$ cat config.mk
export PLATFORM = sky130hd
export DESIGN_NAME = fp_div
export DESIGN_NICKNAME = d
export VERILOG_FILES = /design/src/rtl/fp_div.sv
export SDC_FILE = /design/constraint.sdc
export NUM_CORES = 1
export LEC_CHECK = 0
export ABC_AREA = 1
export BUFFER_PORTS_ARGS = -buffer_cell sky130_fd_sc_hd__clkbuf_2
export CAP_MARGIN = 20
export CORE_MARGIN = 2
export CORE_UTILIZATION = 31
export CTS_BUF_LIST = sky130_fd_sc_hd__clkbuf_8
export DETAILED_ROUTE_END_ITERATION = 6
export PLACE_DENSITY = 0.58
export SKIP_CTS_REPAIR_TIMING = 1
export SKIP_LAST_GASP = 1
export SYNTH_ARGS = -nofsm -noshare
export SYNTH_HDL_FRONTEND = slang
export SYNTH_SLANG_ARGS = --single-unit
$ cat constraint.sdc
create_clock -name clk -period 2.1 [get_ports clk]
set_input_delay 0.105 -clock clk [delete_from_list [all_inputs] [get_ports clk]]
set_output_delay 0.105 -clock clk [all_outputs]
set_load 0.005 [all_outputs]
$ cat src/rtl/fp_div.sv
// Iterative restoring FP divider (truncating): M+2 cycles per divide, 1 cycle on zero/denormal divisor.
// No backpressure: start is taken only while idle; requests seen while busy are dropped, not queued.
module fp_div #(
    parameter int EXPONENT_WIDTH = 8,
    parameter int MANTISSA_WIDTH = 23
) (
    input  logic                                    clk,
    input  logic                                    rst_n,
    input  logic                                    start,
    input  logic [EXPONENT_WIDTH+MANTISSA_WIDTH:0]  flp_a,
    input  logic [EXPONENT_WIDTH+MANTISSA_WIDTH:0]  flp_b,
    output logic                                    busy,
    output logic                                    done,
    output logic                                    sign,
    output logic [EXPONENT_WIDTH-1:0]               exponent,
    output logic [MANTISSA_WIDTH-1:0]               quot,
    output logic                                    div_by_zero
);

    localparam int EW = EXPONENT_WIDTH;
    localparam int MW = MANTISSA_WIDTH;
    localparam int W  = EW + MW + 1;
    localparam int CW = $clog2(MW + 2);
    localparam logic [EW+1:0] BIAS = (EW+2)'((1 << (EW - 1)) - 1);

    localparam logic [0:0] IDLE = 1'b0;
    localparam logic [0:0] CALC = 1'b1;

    logic [0:0]    state_q, state_d;
    logic          sign_r_q, sign_r_d;
    logic [EW-1:0] exp_r_q, exp_r_d;
    logic [MW+1:0] rem_q, rem_d;
    logic [MW:0]   mb_q, mb_d;
    logic [MW:0]   q_q, q_d;
    logic [CW-1:0] cnt_q, cnt_d;
    logic          done_q, done_d;
    logic          sign_q, sign_d;
    logic [EW-1:0] exp_q, exp_d;
    logic [MW-1:0] quot_q, quot_d;
    logic          dbz_q, dbz_d;

    logic          sgn_a, sgn_b;
    logic [EW-1:0] ea, eb;
    logic [MW-1:0] fa, fb;
    logic          rem_ge;
    logic [MW+1:0] rem_sel;
    logic [MW+1:0] q_next;

    assign sgn_a = flp_a[W-1];
    assign sgn_b = flp_b[W-1];
    assign ea    = flp_a[W-2:MW];
    assign eb    = flp_b[W-2:MW];
    assign fa    = flp_a[MW-1:0];
    assign fb    = flp_b[MW-1:0];

    // One restoring step: remainder stays below 2*mb, so the shift never loses a set bit.
    assign rem_ge  = rem_q >= {1'b0, mb_q};
    assign rem_sel = rem_ge ? (rem_q - {1'b0, mb_q}) : rem_q;
    assign q_next  = {q_q, rem_ge};

    always_comb begin
        state_d  = state_q;
        sign_r_d = sign_r_q;
        exp_r_d  = exp_r_q;
        rem_d    = rem_q;
        mb_d     = mb_q;
        q_d      = q_q;
        cnt_d    = cnt_q;
        done_d   = 1'b0;
        sign_d   = sign_q;
        exp_d    = exp_q;
        quot_d   = quot_q;
        dbz_d    = dbz_q;

        case (state_q)
            IDLE: begin
                if (start) begin
                    sign_r_d = sgn_a ^ sgn_b;
                    // Exponent is only ever used modulo 2**EW, so only the low bits are kept.
                    exp_r_d  = EW'({2'b00, ea} - {2'b00, eb} + BIAS);
                    if (eb == '0) begin
                        done_d = 1'b1;
                        dbz_d  = 1'b1;
                        exp_d  = '1;
                        quot_d = '0;
                        sign_d = sgn_a ^ sgn_b;
                    end else begin
                        rem_d   = {1'b0, 1'b1, fa};
                        mb_d    = {1'b1, fb};
                        q_d     = '0;
                        cnt_d   = CW'(MW + 1);
                        state_d = CALC;
                    end
                end
            end
            CALC: begin
                rem_d = rem_sel << 1;
                q_d   = q_next[MW:0];
                if (cnt_q == '0) begin
                    // Quotient of two [1,2) mantissas lies in (0.5,2): at most one normalising shift.
                    if (q_next[MW+1]) begin
                        quot_d = q_next[MW:1];
                        exp_d  = exp_r_q;
                    end else begin
                        quot_d = q_next[MW-1:0];
                        exp_d  = exp_r_q - EW'(1);
                    end
                    sign_d  = sign_r_q;
                    dbz_d   = 1'b0;
                    done_d  = 1'b1;
                    state_d = IDLE;
                end else begin
                    cnt_d = cnt_q - CW'(1);
                end
            end
            default: state_d = IDLE;
        endcase
    end

    always_ff @(posedge clk or negedge rst_n) begin
        if (!rst_n) begin
            state_q  <= IDLE;
            sign_r_q <= 1'b0;
            exp_r_q  <= '0;
            rem_q    <= '0;
            mb_q     <= '0;
            q_q      <= '0;
            cnt_q    <= '0;
            done_q   <= 1'b0;
            sign_q   <= 1'b0;
            exp_q    <= '0;
            quot_q   <= '0;
            dbz_q    <= 1'b0;
        end else begin
            state_q  <= state_d;
            sign_r_q <= sign_r_d;
            exp_r_q  <= exp_r_d;
            rem_q    <= rem_d;
            mb_q     <= mb_d;
            q_q      <= q_d;
            cnt_q    <= cnt_d;
            done_q   <= done_d;
            sign_q   <= sign_d;
            exp_q    <= exp_d;
            quot_q   <= quot_d;
            dbz_q    <= dbz_d;
        end
    end

    assign busy        = (state_q == CALC);
    assign done        = done_q;
    assign sign        = sign_q;
    assign exponent    = exp_q;
    assign quot        = quot_q;
    assign div_by_zero = dbz_q;

endmodule

==> results.txt <==
status: finished with violations
violated checks: negative hold slack
most common cell type on the critical path: nand2_1
syn_nets: 1149
routed via count: 7289
initial antenna violation count: 0
root buf cell: clkbuf_8
top cell type by total area after synthesis: dfrtp_1
cells along the critical path: ha_4 > a21o_1 > a21oi_2 > nand2_1 > a21oi_4 > nand3_4 > clkbuf_16 > nand2_1 > nand3_1 > a21oi_1
max-cap violation count: 0
final hold slack: -0.0138 ns
CP max FO: 6
min Tclk post-route: 2.10 ns
Starting Density: 31.7%
Crit path required time: 2.47 ns
Clock Latency Late Sink: 0.44 ns
CTS Buffer Depth: 2
final hold violations: 1
WL final: 21600 um
wire per inst: 13.8 um
via count of the first global-routing pass: 6691
worst min path class: input port to register
via/cell ratio: 4.66
die width: 162 um
HPWL after DPL: 15000 um
Max Fclk: 476 MHz
largest net degree at the start of global routing: 48
RSZ-0062 raised after global routing: true
I/O pins: 102
TritonCTS Sinks: 122
global-route usage over all layers: 15.8%
FF-to-FF path depth: 10
drt first pass iters: 5
Seq cells post-synth: 122
asr flop ratio synth: 100%
Worst Tran Pin Value: 0.620 ns
n_diodes: 0
startpoint types: register
Routability Congestion: 0.907
IO buf count: 101
num rows: 57
final setup fails: 0
Synth top area share: 39.5%
CP max-delay cell: dfrtp_2
first-pass GRT wire length: 33200 um
area occupied by multi-input gates: 4510 um2
end-of-flow core utilization: 43.0%
# nets final: 1336
P_leak: 5.16 nW
worst hold stages: 3
grt ovf: 0
Cells after Synth: 1040
share of cells above drive strength 1: 29.1%
Die Area: 26200 um2
CTS tree: built
Reg clk slew, reported paths: 0.08 ns
VDD IR max: 0.623 mV
CP Capture Type: register
Slew Limit Fails: 0
R2R Setup Slk: 0.0006 ns
yosys warns: 0
synthesized area per cell: 7.42 um2
clock skew: 0.0126 ns
Routed Antenna Nets: 0
cts bufs inserted: 17
top cells by area, synth: dfrtp_1 (40%), nand2_1 (13%), inv_1 (7.7%)
max_slew headroom: 58.6%
critical path's top delay family: compound AO/OA/AOI/OAI gates
post-synth cell types: 39
final period utilization: 100%
Post-Syn Area: 7720 um2
EDFF count, synth: 0
crit-path max cell delay: 0.44 ns
arrival time at the worst endpoint: 2.47 ns
htree depth: 4
dominant synthesized flop cell: dfrtp_1
fillers: 2468
setup TNS: 0 ns
register area: 3060 um2
Vert. Die Dim: 162 um
crit path buf inv count: 1
Area Growth Syn to Fin: 35.8%
WP depth: 10
WS Path Type: register to register
Core ar.: 24400 um2
Residual DRC: 0
power per cell area: 1860 nW/um2
DRT iter0 DRCs: 420
sequential share of the synthesized area: 39.5%
[state kept, by name, indices dropped and copies added, names as in the netlist, 5 cells and up]
| name | flops |
|---|---|
| rem_q | 25 |
| cnt_q | 5 |
| quot | 23 |
| exp_r_q | 8 |
| exponent | 8 |
| mb_q | 24 |
| q_q | 24 |
[report_power, final]
part | total (W) | switching (W) | internal, W
clock network | 0.00193 | 0.00109 | 0.000832
logic | 0.0133 | 0.00737 | 0.00588
registers | 0.00429 | 0.000785 | 0.00351
[path summary, 6_finish.rpt]
path                       startpoint           to
min                         flp_a[18]    rem_q[18]
max reg2reg                 rem_q[22]     rem_q[2]
max in group asynchronous       rst_n     rem_q[3]
min in group asynchronous       rst_n  exponent[3]
max                         rem_q[22]     rem_q[2]
min reg2reg                   quot[8]      quot[8]
[worst register-to-register path: cells and delay by family, from the launching register on]
kind                     cells  cell delay, ns
buffers and inverters        1            0.24
AND/OR/NAND/NOR              4            0.45
adder cells (fa/ha/maj)      1            0.27
AO/OA/AOI/OAI                4            0.65
flip-flops                   1            0.44
[routing by layer]
metal,routed length (um),vias up,global-route usage [%]
met3,856,12,2.91
met4,180,0,3.62
li1,-,3735,-
met5,0,-,0
met1,10500,3404,22.4
met2,10000,138,25.0
[cell families after synthesis]
group | synth area share (%)
simple gates | 25.5
fa+ha+maj | 7.00
buf+inv | 10.7
flops | 39.5
compound gates | 15.4
xor+xnor | 1.82
[through the flow]
stage	hold slack, ns	std cells	instance area (um2)	worst slack, ns	power [W]
5_1_grt	0.0107	1564	10500	-0.113	0.0212
3_5_place_dp	0.128	1470	8810	-0.0414	0.0145
2_1_floorplan	-0.191	1040	7720	0.169	0.0113
4_1_cts	-0.370	1502	9170	-0.0667	0.0165
3_3_place_gp	0.123	1470	8810	-0.00354	0.0143
6_report	-0.0138	1564	10500	0.000632	0.0195
[final cells by class]
type,instances,area share [%]
Multi-Input combinational cell,712,43.0
Sequential cell,122,29.2
Timing Repair Buffer,210,14.7
Inverter,164,5.87
Tap cell,324,3.87
Clock buffer,17,2.23
Clock inverter,15,1.11
[cells in the mapped netlist, types with 3 or more instances]
| library cell | n |
|---|---|
| ha_1 | 40 |
| dfrtp_1 | 122 |
| nor2_2 | 7 |
| nand3_2 | 11 |
| xor2_1 | 6 |
| clkbuf_1 | 21 |
| nor2_1 | 65 |
| buf_2 | 10 |
| buf_4 | 5 |
| o21bai_1 | 5 |
| a21oi_2 | 11 |
| nand4_2 | 10 |
| nand2_1 | 265 |
| nand3_1 | 43 |
| inv_2 | 5 |
| xnor2_1 | 10 |
| inv_1 | 159 |
| nand3b_1 | 6 |
| a21oi_1 | 80 |
| a31oi_1 | 4 |
| nand4_1 | 16 |
| nor3_1 | 6 |
| o22ai_1 | 22 |
| buf_6 | 3 |
| o21ai_0 | 89 |
[layout by cell type, fill, tap and decap left out, types with 8 or more instances in the layout]
master,Yosys,final
nand2_1,265,229
inv_1,159,139
dfrtp_1,122,118
clkbuf_2,1,100
o21ai_0,89,86
a21oi_1,80,66
nor2_1,65,61
buf_4,5,51
dlygate4sd3_1,0,48
nand3_1,43,35
inv_2,5,25
nand2_2,2,24
ha_4,0,24
o22ai_1,22,22
a21oi_2,11,21
clkbuf_8,0,17
nand3_2,11,16
nand4_1,16,16
ha_1,40,16
nand2_4,0,14
nand4_2,10,10
xnor2_1,10,9
nor2_2,7,8
Note: power is estimated with default switching activity, not from simulation.
